==> config.mk <==
export PLATFORM = sky130hd
export DESIGN_NAME = axi4_write_master_flat
export DESIGN_NICKNAME = d
export VERILOG_FILES = /design/src/rtl/axi4_write_master_if.sv /design/src/rtl/axi4_write_master.sv /design/src/flat_wrapper.sv
export SDC_FILE = /design/constraint.sdc
export NUM_CORES = 1
export LEC_CHECK = 0
export ABC_AREA = 1
export ABC_CLOCK_PERIOD_IN_PS = 8100
export BUFFER_PORTS_ARGS = -buffer_cell sky130_fd_sc_hd__buf_4
export CORE_MARGIN = 2
export CORE_UTILIZATION = 61
export DETAILED_ROUTE_END_ITERATION = 10
export PLACE_DENSITY_LB_ADDON = 0.1
export SLEW_MARGIN = 5
export SYNTH_ARGS = -nofsm -noshare
export SYNTH_HDL_FRONTEND = slang
export SYNTH_SLANG_ARGS = --single-unit
export TNS_END_PERCENT = 50
==> constraint.sdc <==
create_clock -name aclk -period 8.1 [get_ports aclk]
set_input_delay 1.215 -clock aclk [delete_from_list [all_inputs] [get_ports aclk]]
set_output_delay 1.215 -clock aclk [all_outputs]
set_load 0.03 [all_outputs]
==> src/rtl/axi4_write_master_if.sv <==
// Command, write-beat and AXI4 AW/W/B signals for the write-burst master.
// master is the view the burst engine takes; slave is the far side.
interface axi4_write_master_if #(
  parameter int DATA_WIDTH = 32,
  parameter int ADDR_WIDTH = 16
);
  logic                  cmd_valid;
  logic                  cmd_ready;
  logic [ADDR_WIDTH-1:0] cmd_addr;
  logic [7:0]            cmd_len;
  logic [2:0]            cmd_size;
  logic [DATA_WIDTH-1:0] wr_data;
  logic                  wr_valid;
  logic                  wr_ready;
  logic                  done;
  logic [1:0]            done_resp;
  logic [ADDR_WIDTH-1:0] awaddr;
  logic [7:0]            awlen;
  logic [2:0]            awsize;
  logic                  awvalid;
  logic                  awready;
  logic [DATA_WIDTH-1:0] wdata;
  logic                  wlast;
  logic                  wvalid;
  logic                  wready;
  logic [1:0]            bresp;
  logic                  bvalid;
  logic                  bready;

  modport master (
    input  cmd_valid, cmd_addr, cmd_len, cmd_size, wr_data, wr_valid,
           awready, wready, bresp, bvalid,
    output cmd_ready, wr_ready, done, done_resp, awaddr, awlen, awsize,
           awvalid, wdata, wlast, wvalid, bready
  );

  modport slave (
    output cmd_valid, cmd_addr, cmd_len, cmd_size, wr_data, wr_valid,
           awready, wready, bresp, bvalid,
    input  cmd_ready, wr_ready, done, done_resp, awaddr, awlen, awsize,
           awvalid, wdata, wlast, wvalid, bready
  );
endinterface

==> src/rtl/axi4_write_master.sv <==
// AXI4 write-burst master: one command, AW, W beats through a 2-deep skid, then B.
// Commands breaking size/alignment/4KB rules are answered locally with SLVERR.
//
// state | meaning
// IDLE  | cmd_ready high, waiting for a command
// CHK   | legality check of the latched command
// RESP  | rejected command, raise done with SLVERR
// AW    | awvalid held until awready
// W     | streaming beats through the skid stage
// B     | bready held until bvalid
module axi4_write_master #(
  parameter int DATA_WIDTH = 32,
  parameter int ADDR_WIDTH = 16
) (
  input logic                 aclk,
  input logic                 areset,
  axi4_write_master_if.master bus
);
  localparam logic [2:0] MAX_SIZE = (DATA_WIDTH == 64) ? 3'd3 : 3'd2;

  typedef enum logic [2:0] {IDLE, CHK, RESP, AW, W, B} state_t;
  state_t state, state_n;

  logic [ADDR_WIDTH-1:0] addr_q, addr_n;
  logic [7:0]            len_q, len_n;
  logic [2:0]            size_q, size_n;
  logic [8:0]            taken, taken_n;
  logic [8:0]            sent, sent_n;
  logic                  hold_valid, hold_valid_n;
  logic [DATA_WIDTH-1:0] hold_data, hold_data_n;

  logic                  cmd_ready_r, cmd_ready_n;
  logic                  wr_ready_r, wr_ready_n;
  logic                  done_r, done_n;
  logic [1:0]            done_resp_r, done_resp_n;
  logic [ADDR_WIDTH-1:0] awaddr_r, awaddr_n;
  logic [7:0]            awlen_r, awlen_n;
  logic [2:0]            awsize_r, awsize_n;
  logic                  awvalid_r, awvalid_n;
  logic [DATA_WIDTH-1:0] wdata_r, wdata_n;
  logic                  wlast_r, wlast_n;
  logic                  wvalid_r, wvalid_n;
  logic                  bready_r, bready_n;

  logic [8:0]  beats;
  logic [13:0] span_end;
  logic        size_err, align_err, cross_err, cmd_err;
  logic        w_fire, in_fire;

  assign w_fire  = wvalid_r & bus.wready;
  assign in_fire = wr_ready_r & bus.wr_valid;

  // End of burst relative to its 4KB page; 14 bits hold 4095 + 256*8 without wrap.
  always_comb begin
    beats     = {1'b0, len_q} + 9'd1;
    span_end  = {2'b00, addr_q[11:0]} + ({5'b0, beats} << size_q);
    size_err  = size_q > MAX_SIZE;
    align_err = |(addr_q & ~({ADDR_WIDTH{1'b1}} << size_q));
    cross_err = span_end > 14'd4096;
    cmd_err   = size_err | align_err | cross_err;
  end

  always_comb begin
    state_n      = state;
    addr_n       = addr_q;
    len_n        = len_q;
    size_n       = size_q;
    taken_n      = taken;
    sent_n       = sent;
    hold_valid_n = hold_valid;
    hold_data_n  = hold_data;
    cmd_ready_n  = 1'b0;
    wr_ready_n   = 1'b0;
    done_n       = 1'b0;
    done_resp_n  = done_resp_r;
    awaddr_n     = awaddr_r;
    awlen_n      = awlen_r;
    awsize_n     = awsize_r;
    awvalid_n    = awvalid_r;
    wdata_n      = wdata_r;
    wlast_n      = wlast_r;
    wvalid_n     = wvalid_r;
    bready_n     = bready_r;

    unique case (state)
      IDLE: begin
        if (cmd_ready_r && bus.cmd_valid) begin
          addr_n  = bus.cmd_addr;
          len_n   = bus.cmd_len;
          size_n  = bus.cmd_size;
          taken_n = 9'd0;
          sent_n  = 9'd0;
          state_n = CHK;
        end else begin
          cmd_ready_n = 1'b1;
        end
      end
      CHK: begin
        if (cmd_err) begin
          state_n = RESP;
        end else begin
          awaddr_n  = addr_q;
          awlen_n   = len_q;
          awsize_n  = size_q;
          awvalid_n = 1'b1;
          state_n   = AW;
        end
      end
      RESP: begin
        done_n      = 1'b1;
        done_resp_n = 2'b10;
        state_n     = IDLE;
      end
      AW: begin
        if (bus.awready) begin
          awvalid_n  = 1'b0;
          wr_ready_n = 1'b1;
          state_n    = W;
        end
      end
      W: begin
        if (in_fire) taken_n = taken + 9'd1;
        if (w_fire)  sent_n  = sent + 9'd1;
        if (w_fire && wlast_r) begin
          wvalid_n = 1'b0;
          wlast_n  = 1'b0;
          bready_n = 1'b1;
          state_n  = B;
        end else if (!wvalid_r || w_fire) begin
          // Output slot frees up: the held beat is older than any incoming one.
          if (hold_valid) begin
            wvalid_n     = 1'b1;
            wdata_n      = hold_data;
            wlast_n      = (sent_n == {1'b0, len_q});
            hold_valid_n = 1'b0;
          end else if (in_fire) begin
            wvalid_n = 1'b1;
            wdata_n  = bus.wr_data;
            wlast_n  = (sent_n == {1'b0, len_q});
          end else begin
            wvalid_n = 1'b0;
            wlast_n  = 1'b0;
          end
        end else if (in_fire) begin
          hold_valid_n = 1'b1;
          hold_data_n  = bus.wr_data;
        end
        // wr_ready only promises a slot the hold register is guaranteed to have.
        wr_ready_n = (state_n == W) && !hold_valid_n && (taken_n <= {1'b0, len_q});
      end
      B: begin
        if (bus.bvalid) begin
          bready_n    = 1'b0;
          done_n      = 1'b1;
          done_resp_n = bus.bresp;
          state_n     = IDLE;
        end
      end
      default: state_n = IDLE;
    endcase
  end

  always_ff @(posedge aclk or posedge areset) begin
    if (areset) begin
      state       <= IDLE;
      addr_q      <= '0;
      len_q       <= '0;
      size_q      <= '0;
      taken       <= '0;
      sent        <= '0;
      hold_valid  <= 1'b0;
      hold_data   <= '0;
      cmd_ready_r <= 1'b0;
      wr_ready_r  <= 1'b0;
      done_r      <= 1'b0;
      done_resp_r <= '0;
      awaddr_r    <= '0;
      awlen_r     <= '0;
      awsize_r    <= '0;
      awvalid_r   <= 1'b0;
      wdata_r     <= '0;
      wlast_r     <= 1'b0;
      wvalid_r    <= 1'b0;
      bready_r    <= 1'b0;
    end else begin
      state       <= state_n;
      addr_q      <= addr_n;
      len_q       <= len_n;
      size_q      <= size_n;
      taken       <= taken_n;
      sent        <= sent_n;
      hold_valid  <= hold_valid_n;
      hold_data   <= hold_data_n;
      cmd_ready_r <= cmd_ready_n;
      wr_ready_r  <= wr_ready_n;
      done_r      <= done_n;
      done_resp_r <= done_resp_n;
      awaddr_r    <= awaddr_n;
      awlen_r     <= awlen_n;
      awsize_r    <= awsize_n;
      awvalid_r   <= awvalid_n;
      wdata_r     <= wdata_n;
      wlast_r     <= wlast_n;
      wvalid_r    <= wvalid_n;
      bready_r    <= bready_n;
    end
  end

  assign bus.cmd_ready = cmd_ready_r;
  assign bus.wr_ready  = wr_ready_r;
  assign bus.done      = done_r;
  assign bus.done_resp = done_resp_r;
  assign bus.awaddr    = awaddr_r;
  assign bus.awlen     = awlen_r;
  assign bus.awsize    = awsize_r;
  assign bus.awvalid   = awvalid_r;
  assign bus.wdata     = wdata_r;
  assign bus.wlast     = wlast_r;
  assign bus.wvalid    = wvalid_r;
  assign bus.bready    = bready_r;
endmodule
==> src/flat_wrapper.sv <==
// flat-port wrapper written by rule: the top's interface ports become plain ports
module axi4_write_master_flat 
#(
  parameter int DATA_WIDTH = 32,
  parameter int ADDR_WIDTH = 16
)
  (aclk, areset, bus_cmd_valid, bus_cmd_addr, bus_cmd_len, bus_cmd_size, bus_wr_data, bus_wr_valid, bus_awready, bus_wready, bus_bresp, bus_bvalid, bus_cmd_ready, bus_wr_ready, bus_done, bus_done_resp, bus_awaddr, bus_awlen, bus_awsize, bus_awvalid, bus_wdata, bus_wlast, bus_wvalid, bus_bready);
  axi4_write_master_if #(.DATA_WIDTH(DATA_WIDTH), .ADDR_WIDTH(ADDR_WIDTH)) bus_i ();
  input logic aclk;
  input logic areset;
  input wire logic [$bits(bus_i.cmd_valid)-1:0] bus_cmd_valid;
  input wire logic [$bits(bus_i.cmd_addr)-1:0] bus_cmd_addr;
  input wire logic [$bits(bus_i.cmd_len)-1:0] bus_cmd_len;
  input wire logic [$bits(bus_i.cmd_size)-1:0] bus_cmd_size;
  input wire logic [$bits(bus_i.wr_data)-1:0] bus_wr_data;
  input wire logic [$bits(bus_i.wr_valid)-1:0] bus_wr_valid;
  input wire logic [$bits(bus_i.awready)-1:0] bus_awready;
  input wire logic [$bits(bus_i.wready)-1:0] bus_wready;
  input wire logic [$bits(bus_i.bresp)-1:0] bus_bresp;
  input wire logic [$bits(bus_i.bvalid)-1:0] bus_bvalid;
  output wire logic [$bits(bus_i.cmd_ready)-1:0] bus_cmd_ready;
  output wire logic [$bits(bus_i.wr_ready)-1:0] bus_wr_ready;
  output wire logic [$bits(bus_i.done)-1:0] bus_done;
  output wire logic [$bits(bus_i.done_resp)-1:0] bus_done_resp;
  output wire logic [$bits(bus_i.awaddr)-1:0] bus_awaddr;
  output wire logic [$bits(bus_i.awlen)-1:0] bus_awlen;
  output wire logic [$bits(bus_i.awsize)-1:0] bus_awsize;
  output wire logic [$bits(bus_i.awvalid)-1:0] bus_awvalid;
  output wire logic [$bits(bus_i.wdata)-1:0] bus_wdata;
  output wire logic [$bits(bus_i.wlast)-1:0] bus_wlast;
  output wire logic [$bits(bus_i.wvalid)-1:0] bus_wvalid;
  output wire logic [$bits(bus_i.bready)-1:0] bus_bready;
  assign bus_i.cmd_valid = bus_cmd_valid;
  assign bus_i.cmd_addr = bus_cmd_addr;
  assign bus_i.cmd_len = bus_cmd_len;
  assign bus_i.cmd_size = bus_cmd_size;
  assign bus_i.wr_data = bus_wr_data;
  assign bus_i.wr_valid = bus_wr_valid;
  assign bus_i.awready = bus_awready;
  assign bus_i.wready = bus_wready;
  assign bus_i.bresp = bus_bresp;
  assign bus_i.bvalid = bus_bvalid;
  assign bus_cmd_ready = bus_i.cmd_ready;
  assign bus_wr_ready = bus_i.wr_ready;
  assign bus_done = bus_i.done;
  assign bus_done_resp = bus_i.done_resp;
  assign bus_awaddr = bus_i.awaddr;
  assign bus_awlen = bus_i.awlen;
  assign bus_awsize = bus_i.awsize;
  assign bus_awvalid = bus_i.awvalid;
  assign bus_wdata = bus_i.wdata;
  assign bus_wlast = bus_i.wlast;
  assign bus_wvalid = bus_i.wvalid;
  assign bus_bready = bus_i.bready;
  axi4_write_master #(.DATA_WIDTH(DATA_WIDTH), .ADDR_WIDTH(ADDR_WIDTH)) u_core (.aclk(aclk), .areset(areset), .bus(bus_i));
endmodule
==> impl_metrics.ini, run 1 <==
[status]
status = complete, no violations

[cells_and_area]
mostFrequentLayoutCells = nand2_1, dfrtp_1, buf_4
num_antenna_cells = 0
nets = 1121
seq_area_um2 = 3730
drive_gt1_frac = 0.241
multi_input_area_um2 = 3480
final_cells = 1213
area_growth_pct = 21.5
stdcell_area_um2 = 9400
final_common_cell = nand2_1
fillers = 977

[power]
intPower_w = 0.00216
seq_power_share = 0.305
swShare = 0.452
pwr-share-clk = 0.196
pwr-share-comb = 0.499
vdd_drop_max_mv = 0.275
p_per_area_nw_per_um2 = 419
power.switching_w = 0.00178
p_leak_nw = 4.86

[logic_synthesis]
yosys.area.top_type = dfrtp_1
synth_seq_cells = 149
synth.distinct_cells = 39
synth-edff-count = 0
syn_area_um2 = 7740
ys_async_sr_fraction = 1.00
yosys.area_share.adder = 0.0414
synth-simple-area-share = 0.209
synth_flop_cell = dfrtp_1
yosys.area_share.xor_xnor = 0.0294
avgSynthCellArea_um2 = 8.54
synth_top_family_by_area = simple AND/OR/NAND/NOR gates
synth_top_area_frac = 0.482
yosysWarnings = 0
synth.area.mux_share = 0.0504
seq_area_frac_synth = 0.482
synthesis.instances = 906
syn-num-nets = 999
synth_compound_area_frac = 0.118
synthTopCellsByArea = dfrtp_1, nand2_1, mux2_2

[clocking]
postCtsSetupBuffers = 0
cts_root_buffer = clkbuf_16
cts_repair_resize_count = 0
insertion_delay_ns = 0.43
ctsHoldBuffers = 0
cts_max_path_buffers = 2
cts_num_sinks = 149
clk_pin_slew_ns = 0.06
numCtsBuffers = 17
tritoncts = built
cts.htree.levels = 4

[setup_path]
worstPathCellList = clkinv_1, nand2_1, nand2_1, nor2_4, buf_4, inv_1, nor2_1, nand2_1, nor2_1, nand3_1, nor2_1, nand4_1, nand2_1
path_max_fanout = 65
critPathArrivalTime_ns = 4.42
crit_buf_inv = 3
start_kind = register
crit_path_end_kind = register
cp_slowest_stage_delay_ns = 1.15
critPathRequiredTime_ns = 8.46
critPathKind = register to register
path_delay_family = buffers and inverters
slowest_stage = clkinv_1
path_common_cell = nand2_1

[timing]
tightest_slew_ns = 1.10
period_minus_slack_ns = 4.06
fmaxAchievable_mhz = 247
slew_viol_final = 0
hold_viol = 0
maxSlewHeadroom = 0.268
rsz0062_at_grt = no
skew_ns = 0.00994
setup_viol = 0
fin_setup_tns_ns = 0
min_period_over_period = 0.501

[place]
dp_cells = 1181
routabilityCongestion = 0.891
io_buffer_count = 135
dp_hpwl_mm = 12.2
place_area_um2 = 8820

[routing]
postRouteAntennaNets = 0
initialDrtViolationCount = 511
routed_wl_mm = 17.7
num_vias = 6459
routedWlPerCell_um = 14.6
vias_per_cell = 5.32
drc_errors = 0
firstDrtPassIters = 5

[global_route]
grt_max_degree = 81
antenna_found_initial = 0
grt_util_all_layers = 0.276
first_global_vias = 6146
grt_first_pass_wirelength_mm = 29.0
grt_overflow_total = 0

[floorplan]
start_util = 0.618
io_pins = 136
rows = 41
coreArea_um2 = 12500
die_w_um = 117
die_h_um = 117
dieArea_um2 = 13600

[flow_run]
maxCapViolCount = 0

[min_path]
hold_class = register to register
## cell families (layout without fill, tap and decap cells)
group | Yosys count | after routing
XOR/XNOR | 26 | 26
AO/OA/AOI/OAI | 149 | 149
buffers and inverters | 131 | 266
multiplexers | 35 | 35
AND/OR/NAND/NOR | 391 | 391
adder cells (fa/ha/maj) | 25 | 25
flip-flops | 149 | 149
## worst min-delay path: stages (launching register included)
cell	delay [ns]
dfrtp_1	0.34
nand2_1	0.06
o21ai_2	0.05
## metrics by stage
stage           util  setup WS (ns)  hold slack [ns]  power (W)
6_report       0.751           4.04            0.483    0.00394
3_5_place_dp   0.705           4.07            0.471    0.00316
2_1_floorplan      -           2.88            0.480    0.00259
5_1_grt        0.751           3.56            0.506    0.00425
3_3_place_gp   0.705           4.15            0.467    0.00312
4_1_cts        0.751           4.05            0.486    0.00395
## final cells by class
| type | count | share of cell area |
|---|---|---|
| timing repair buffer | 139 | 0.111 |
| sequential | 149 | 0.397 |
| multi-input combinational | 626 | 0.370 |
| clock buffer | 20 | 0.0475 |
| clock inverter | 12 | 0.0138 |
| inverter | 95 | 0.0385 |
| tap | 172 | 0.0229 |
## final timing paths
path	start	endpoint	slack, ns	cells past startpoint
max	u_core.hold_valid$_DFFE_PP0P_	u_core.bus.wlast$_DFFE_PP0P_	4.04	13
min	u_core.bus.awaddr[10]$_DFFE_PP0P_	u_core.bus.awaddr[10]$_DFFE_PP0P_	0.48	2
max reg2reg	u_core.hold_valid$_DFFE_PP0P_	u_core.bus.wlast$_DFFE_PP0P_	4.04	13
min reg2reg	u_core.bus.awaddr[10]$_DFFE_PP0P_	u_core.bus.awaddr[10]$_DFFE_PP0P_	0.48	2
max in group asynchronous	areset	u_core.bus.done_resp[1]$_DFFE_PP0P_	5.82	3
min in group asynchronous	areset	u_core.bus.wdata[17]$_DFFE_PP0P_	0.93	2
## per-layer routing
metal	up-vias	track usage	part of all wire
li1	3193	-	-
met1	3041	0.385	0.45
met2	199	0.439	0.47
met3	26	0.0643	0.065
met4	0	0.0808	0.016
met5	-	0	0
## synthesized netlist by cell type (19+ instances only)
| cell | count |
|---|---|
| nand2_1 | 221 |
| dfrtp_1 | 149 |
| nor2_1 | 93 |
| inv_1 | 91 |
| a21oi_1 | 42 |
| o21ai_0 | 38 |
| nand3_1 | 34 |
| a31oi_1 | 32 |
| mux2_2 | 32 |
| o21ai_2 | 27 |
| xor2_1 | 25 |
| ha_1 | 24 |
| clkbuf_1 | 19 |
## state kept, by name, summed over array words and instances (netlist names)
register	flops
u_core.bus.awsize	3
u_core.bus.done	1
u_core.addr_q	16
u_core.bus.done_resp	2
u_core.bus.wvalid	1
u_core.bus.wr_ready	1
u_core.state	3
u_core.bus.wdata	32
u_core.bus.awvalid	1
u_core.bus.awaddr	16
u_core.hold_valid	1
u_core.len_q	8
u_core.bus.cmd_ready	1
u_core.bus.wlast	1
u_core.bus.bready	1
u_core.taken	9
u_core.size_q	3
u_core.bus.awlen	8
u_core.sent	9
u_core.hold_data	32
## power groups by stage
stage	clock network [W]	registers (W)	logic [W]
after detailed placement	0	0.00120	0.00196
after global routing	0.000820	0.00123	0.00220
after global placement	0	0.00120	0.00192
after CTS	0.000781	0.00120	0.00197
final	0.000774	0.00120	0.00197
after floorplan	0	0.00143	0.00116
(Power assumes the default switching activity.)
==> run 2, diff against run 1 <==
Settings changed: ABC_AREA 1 to 0, ABC_CLOCK_PERIOD_IN_PS 8100 to 3320, CORE_UTILIZATION 61 to 51.
Clock period 8.1 ns to 3.32 ns, I/O delays scaled along.
==> impl_metrics.ini, run 2 <==
[power]
power.switching_w = 0.00452
pwr-share-clk = 0.177
swShare = 0.419
pwr-share-comb = 0.566
seq_power_share = 0.257
p_per_area_nw_per_um2 = 1050
p_leak_nw = 4.89
intPower_w = 0.00627
vdd_drop_max_mv = 0.833

[logic_synthesis]
synth_top_area_frac = 0.481
synth-edff-count = 0
synth-simple-area-share = 0.121
yosys.area.top_type = dfrtp_1
synth.distinct_cells = 61
synthesis.instances = 748
synthTopCellsByArea = dfrtp_1, mux2_2, mux2i_1
syn_area_um2 = 7750
syn-num-nets = 841
avgSynthCellArea_um2 = 10.4
ys_async_sr_fraction = 1.00
yosysWarnings = 0
seq_area_frac_synth = 0.481
yosys.area_share.xor_xnor = 0.0305
synth_top_family_by_area = multiplexers
synth_common_cells = dfrtp_1, nand2_1, mux2_2
synth_most_common_cell = dfrtp_1
synth_seq_cells = 149
synth_compound_area_frac = 0.126
yosys.area_share.adder = 0.0413
synth_flop_cell = dfrtp_1
synth.area.mux_share = 0.168

[clocking]
numCtsBuffers = 17
cts_num_sinks = 149
cts_root_buffer = clkbuf_16
cts.htree.levels = 4
insertion_delay_ns = 0.43
cts_max_path_buffers = 2
ctsHoldBuffers = 0
clk_pin_slew_ns = 0.06
tritoncts = built

[routing]
drc_errors = 0
routed_wl_mm = 19.7
m1WireLength_mm = 8.21
met2WireLength_mm = 9.85
num_vias = 6461
postRouteAntennaNets = 0
firstDrtPassIters = 5
wl_met3_mm = 1.27
routedWlPerCell_um = 17.2
initialDrtViolationCount = 366
vias_per_cell = 5.64
highest_layer = met4

[timing]
hold_viol = 0
period_minus_slack_ns = 3.98
slew_viol_final = 0
fmaxAchievable_mhz = 251
setup_viol = 29
fin_setup_tns_ns = -17.62
skew_ns = 0.0108
setup_ws_ns = -0.664
min_period_over_period = 1.20
tightest_slew_ns = 0.872
rsz0062_at_grt = yes
maxSlewHeadroom = 0.418

[cells_and_area]
final_common_cell = buf_4
seq_area_um2 = 3730
drive_gt1_frac = 0.377
mostFrequentLayoutCells = buf_4, dfrtp_1, nand2_1
area_growth_pct = 32.2
multi_input_area_um2 = 3920
nets = 1037
num_antenna_cells = 0
fillers = 1132
final_cells = 1145

[global_route]
grt_first_pass_wirelength_mm = 32.5
grt_max_degree = 66
grt_util_all_layers = 0.252
grt_overflow_total = 0
first_global_vias = 6684
antenna_found_initial = 0

[floorplan]
io_pins = 136
rows = 45
coreArea_um2 = 15000
dieArea_um2 = 16200
die_w_um = 127
die_h_um = 127
start_util = 0.516

[setup_path]
r2r-start = u_core.len_q[1]$_DFFE_PP0P_
crit_path_end_kind = register
critPathArrivalTime_ns = 4.29
worstSetupStartpoint = u_core.len_q[1]$_DFFE_PP0P_
critPathRequiredTime_ns = 3.63
path_max_fanout = 18
critPathKind = register to register
start_kind = register

[place]
dp_hpwl_mm = 13.9
routabilityCongestion = 1.07
dp_slack_ns = -0.785
dp_cells = 1100
io_buffer_count = 135

[status]
failed_checks = negative setup slack
status = finished, violations left

[min_path]
hold_class = input pin to asynchronous set/reset pin

[flow_run]
maxCapViolCount = 0
run 2: final cells by class:
type                            instances  share of cell area
Sequential cell                       149               0.364
Multi-Input combinational cell        536               0.382
Tap cell                              188              0.0230
Clock buffer                           17              0.0415
Timing Repair Buffer                  221               0.166
Clock inverter                         15              0.0159
Inverter                               19             0.00733
run 2: cell families (layout without fill, tap and decap cells):
family,count (synthesis),in the layout
flip-flops,149,149
XOR/XNOR,27,27
buffers and inverters,63,272
multiplexers,118,118
adder cells (fa/ha/maj),25,25
AO/OA/AOI/OAI,162,162
AND/OR/NAND/NOR,204,204
run 2: through the flow:
stage | power [W] | area [um2] | util | hold WS, ns
global route | 0.0115 | 10200 | 0.682 | 0.264
finish | 0.0108 | 10200 | 0.682 | 0.244
global placement | 0.00807 | 9440 | 0.628 | 0.464
floorplan | 0.00608 | 7760 | - | 0.458
CTS | 0.0106 | 10200 | 0.678 | 0.259
detailed placement | 0.00831 | 9440 | 0.628 | 0.475
run 2: per-layer routing:
layer,vias up,track usage
met5,-,0
met4,0,0.0911
met3,37,0.0670
met2,211,0.422
met1,3163,0.317
li1,3050,-
run 2: worst paths after layout:
path | to | slack, ns | cells after the start
setup / recovery | u_core.bus.awlen[7]$_DFFE_PP0P_ | -0.66 | 16
hold / removal | u_core.bus.wdata[11]$_DFFE_PP0P_ | 0.24 | 2
setup reg to reg | u_core.bus.awlen[7]$_DFFE_PP0P_ | -0.66 | 16
hold reg to reg | u_core.bus.done_resp[0]$_DFFE_PP0P_ | 0.49 | 2
max in group asynchronous | u_core.bus.awaddr[10]$_DFFE_PP0P_ | 2.27 | 3
min in group aclk | u_core.size_q[0]$_DFFE_PP0P_ | 0.27 | 3
run 2: power groups by stage:
| stage | Sequential [W] | Clock [W] | Combinational (W) |
|---|---|---|---|
| after floorplan | 0.00327 | 0 | 0.00281 |
| after detailed placement | 0.00279 | 0 | 0.00553 |
| after CTS | 0.00276 | 0.00196 | 0.00590 |
| after global routing | 0.00284 | 0.00204 | 0.00659 |
| final | 0.00277 | 0.00191 | 0.00610 |
| after global placement | 0.00275 | 0 | 0.00532 |
run 2: critical path, cell delays in order (launching register included):
cell,delay (ns)
dfrtp_1,0.42
buf_6,0.14
and2_4,0.17
and2_4,0.17
a21o_1,0.19
a221oi_2,0.31
mux2i_1,0.14
mux2i_1,0.24
ha_1,0.32
or3b_2,0.23
o311ai_1,0.12
nor4_2,0.15
o2111ai_1,0.17
nor4_2,0.38
a41oi_4,0.21
buf_12,0.21
mux2_4,0.29
run 2: what timing repair did:
action,4_1_cts,5_1_grt
gates resized for setup,25,17
buffers inserted,12,0
pin swaps,9,1
cloned,1,0
setup endpoints to repair,29,29
==> run 3, diff against run 2 <==
Settings changed: ABC_CLOCK_PERIOD_IN_PS 3320 to 3550.
Clock period 3.32 ns to 3.55 ns, I/O delays scaled along.
==> impl_metrics.ini, run 3 (synthesis gave the netlist of run 2 again) <==
[status]
status = finished, violations left
failed_checks = negative setup slack

[routing]
routedWlPerCell_um = 17.8
postRouteAntennaNets = 0
vias_per_cell = 5.64
firstDrtPassIters = 5
num_vias = 6446
routed_wl_mm = 20.3
initialDrtViolationCount = 425
drc_errors = 0

[place]
place_area_um2 = 9370
io_buffer_count = 135
dp_hpwl_mm = 13.6
routabilityCongestion = 0.985
dp_cells = 1088

[cells_and_area]
nets = 1035
stdcell_area_um2 = 10300
num_antenna_cells = 0
area_growth_pct = 33.4
drive_gt1_frac = 0.372
final_cells = 1143
post-route-util = 0.688
mostFrequentLayoutCells = buf_4, dfrtp_1, nand2_1
final_common_cell = buf_4

[clocking]
numCtsBuffers = 17
cts_root_buffer = clkbuf_16
cts_max_path_buffers = 2
tritoncts = built
cts_num_sinks = 149
insertion_delay_ns = 0.43
clk_pin_slew_ns = 0.06
ctsHoldBuffers = 0
cts.htree.levels = 4

[timing]
fmaxAchievable_mhz = 243
slew_viol_final = 0
rsz0062_at_grt = yes
hold_viol = 0
period_minus_slack_ns = 4.11
setup_viol = 29
maxSlewHeadroom = 0.423
min_period_over_period = 1.16
setup_ws_ns = -0.561
skew_ns = 0.0109
tightest_slew_ns = 0.864
whs_ns = 0.275

[power]
vdd_drop_max_mv = 0.991
pwr-share-comb = 0.569
p_per_area_nw_per_um2 = 997
pwr-share-clk = 0.178
seq_power_share = 0.253
swShare = 0.418
power.switching_w = 0.00431
p_leak_nw = 4.93
intPower_w = 0.00601

[setup_path]
critPathArrivalTime_ns = 4.42
crit_buf_inv = 10
cp_slowest_stage_delay_ns = 0.45
critPathKind = register to register
path_max_fanout = 5
slowest_stage = dfrtp_1
path_common_cell = buf_4
start_kind = register
worstPathCellList = ha_4, buf_6, and2_4, a21o_1, a221oi_2, mux2i_1, buf_4, buf_4, buf_4, buf_4, buf_4, buf_4, buf_4, o22ai_1, ha_1, xor2_1, a41oi_4, buf_4, clkbuf_16, mux2_2
crit_path_end_kind = register
path_delay_family = buffers and inverters
critPathRequiredTime_ns = 3.86

[min_path]
hold_class = input pin to asynchronous set/reset pin

[floorplan]
dieArea_um2 = 16200
coreArea_um2 = 15000
io_pins = 136
die_h_um = 127
start_util = 0.516
rows = 45
die_w_um = 127

[global_route]
grt_first_pass_wirelength_mm = 32.9
grt_overflow_total = 0
antenna_found_initial = 0
grt_max_degree = 66
first_global_vias = 6648
grt_util_all_layers = 0.256

[flow_run]
maxCapViolCount = 0
==> run 3: timing repair <==
item	CTS	global route
gates cloned	2	1
resized for setup	29	14
pin swaps	9	13
buffers inserted	15	7
setup endpoints to repair	29	29
==> run 3: power groups by stage <==
stage               combinational (W)  sequential [W]  clock, W
CTS                           0.00550         0.00260   0.00187
global placement              0.00489         0.00258         0
detailed placement            0.00504         0.00261         0
global route                  0.00629         0.00268   0.00195
finish                        0.00588         0.00261   0.00183
floorplan                     0.00263         0.00306         0
==> run 3: layout make-up <==
class,instances,area [um2]
Clock buffer,18,439
Multi-Input combinational cell,536,3930
Tap cell,188,235
Timing Repair Buffer,219,1770
Sequential cell,149,3730
Fill cell,1177,4690
Inverter,19,75.1
Clock inverter,14,163
==> run 3: per-stage QoR <==
step                TNS (ns)  power (W)  setup WS [ns]
finish                -13.96     0.0103         -0.561
global route          -19.66     0.0109         -0.740
CTS                   -11.61    0.00997         -0.441
detailed placement    -13.93    0.00765         -0.526
global placement      -11.26    0.00748         -0.435
floorplan              -7.86    0.00569         -0.356
==> run 3: final timing paths <==
| check | startpoint | end | slack (ns) | depth (start not counted) |
|---|---|---|---|---|
| worst max-delay path | u_core.len_q[1]$_DFFE_PP0P_ | u_core.bus.awlen[3]$_DFFE_PP0P_ | -0.56 | 20 |
| worst min register to register | u_core.bus.done_resp[0]$_DFFE_PP0P_ | u_core.bus.done_resp[0]$_DFFE_PP0P_ | 0.49 | 2 |
| worst max register to register | u_core.len_q[1]$_DFFE_PP0P_ | u_core.bus.awlen[3]$_DFFE_PP0P_ | -0.56 | 20 |
| worst min-delay path | areset | u_core.bus.wvalid$_DFFE_PP0P_ | 0.28 | 2 |
| max in group asynchronous | areset | u_core.hold_data[31]$_DFFE_PP0P_ | 2.49 | 3 |
| min in group aclk | bus_awready | u_core.state[1]$_DFFE_PP0P_ | 0.31 | 2 |
==> run 3: per-layer routing <==
layer / share of wire / vias to the layer above / track usage
li1: - / 3034 / -
met1: 0.42 / 3156 / 0.328
met2: 0.49 / 221 / 0.418
met3: 0.066 / 35 / 0.0695
met4: 0.022 / 0 / 0.0918
met5: 0 / - / 0
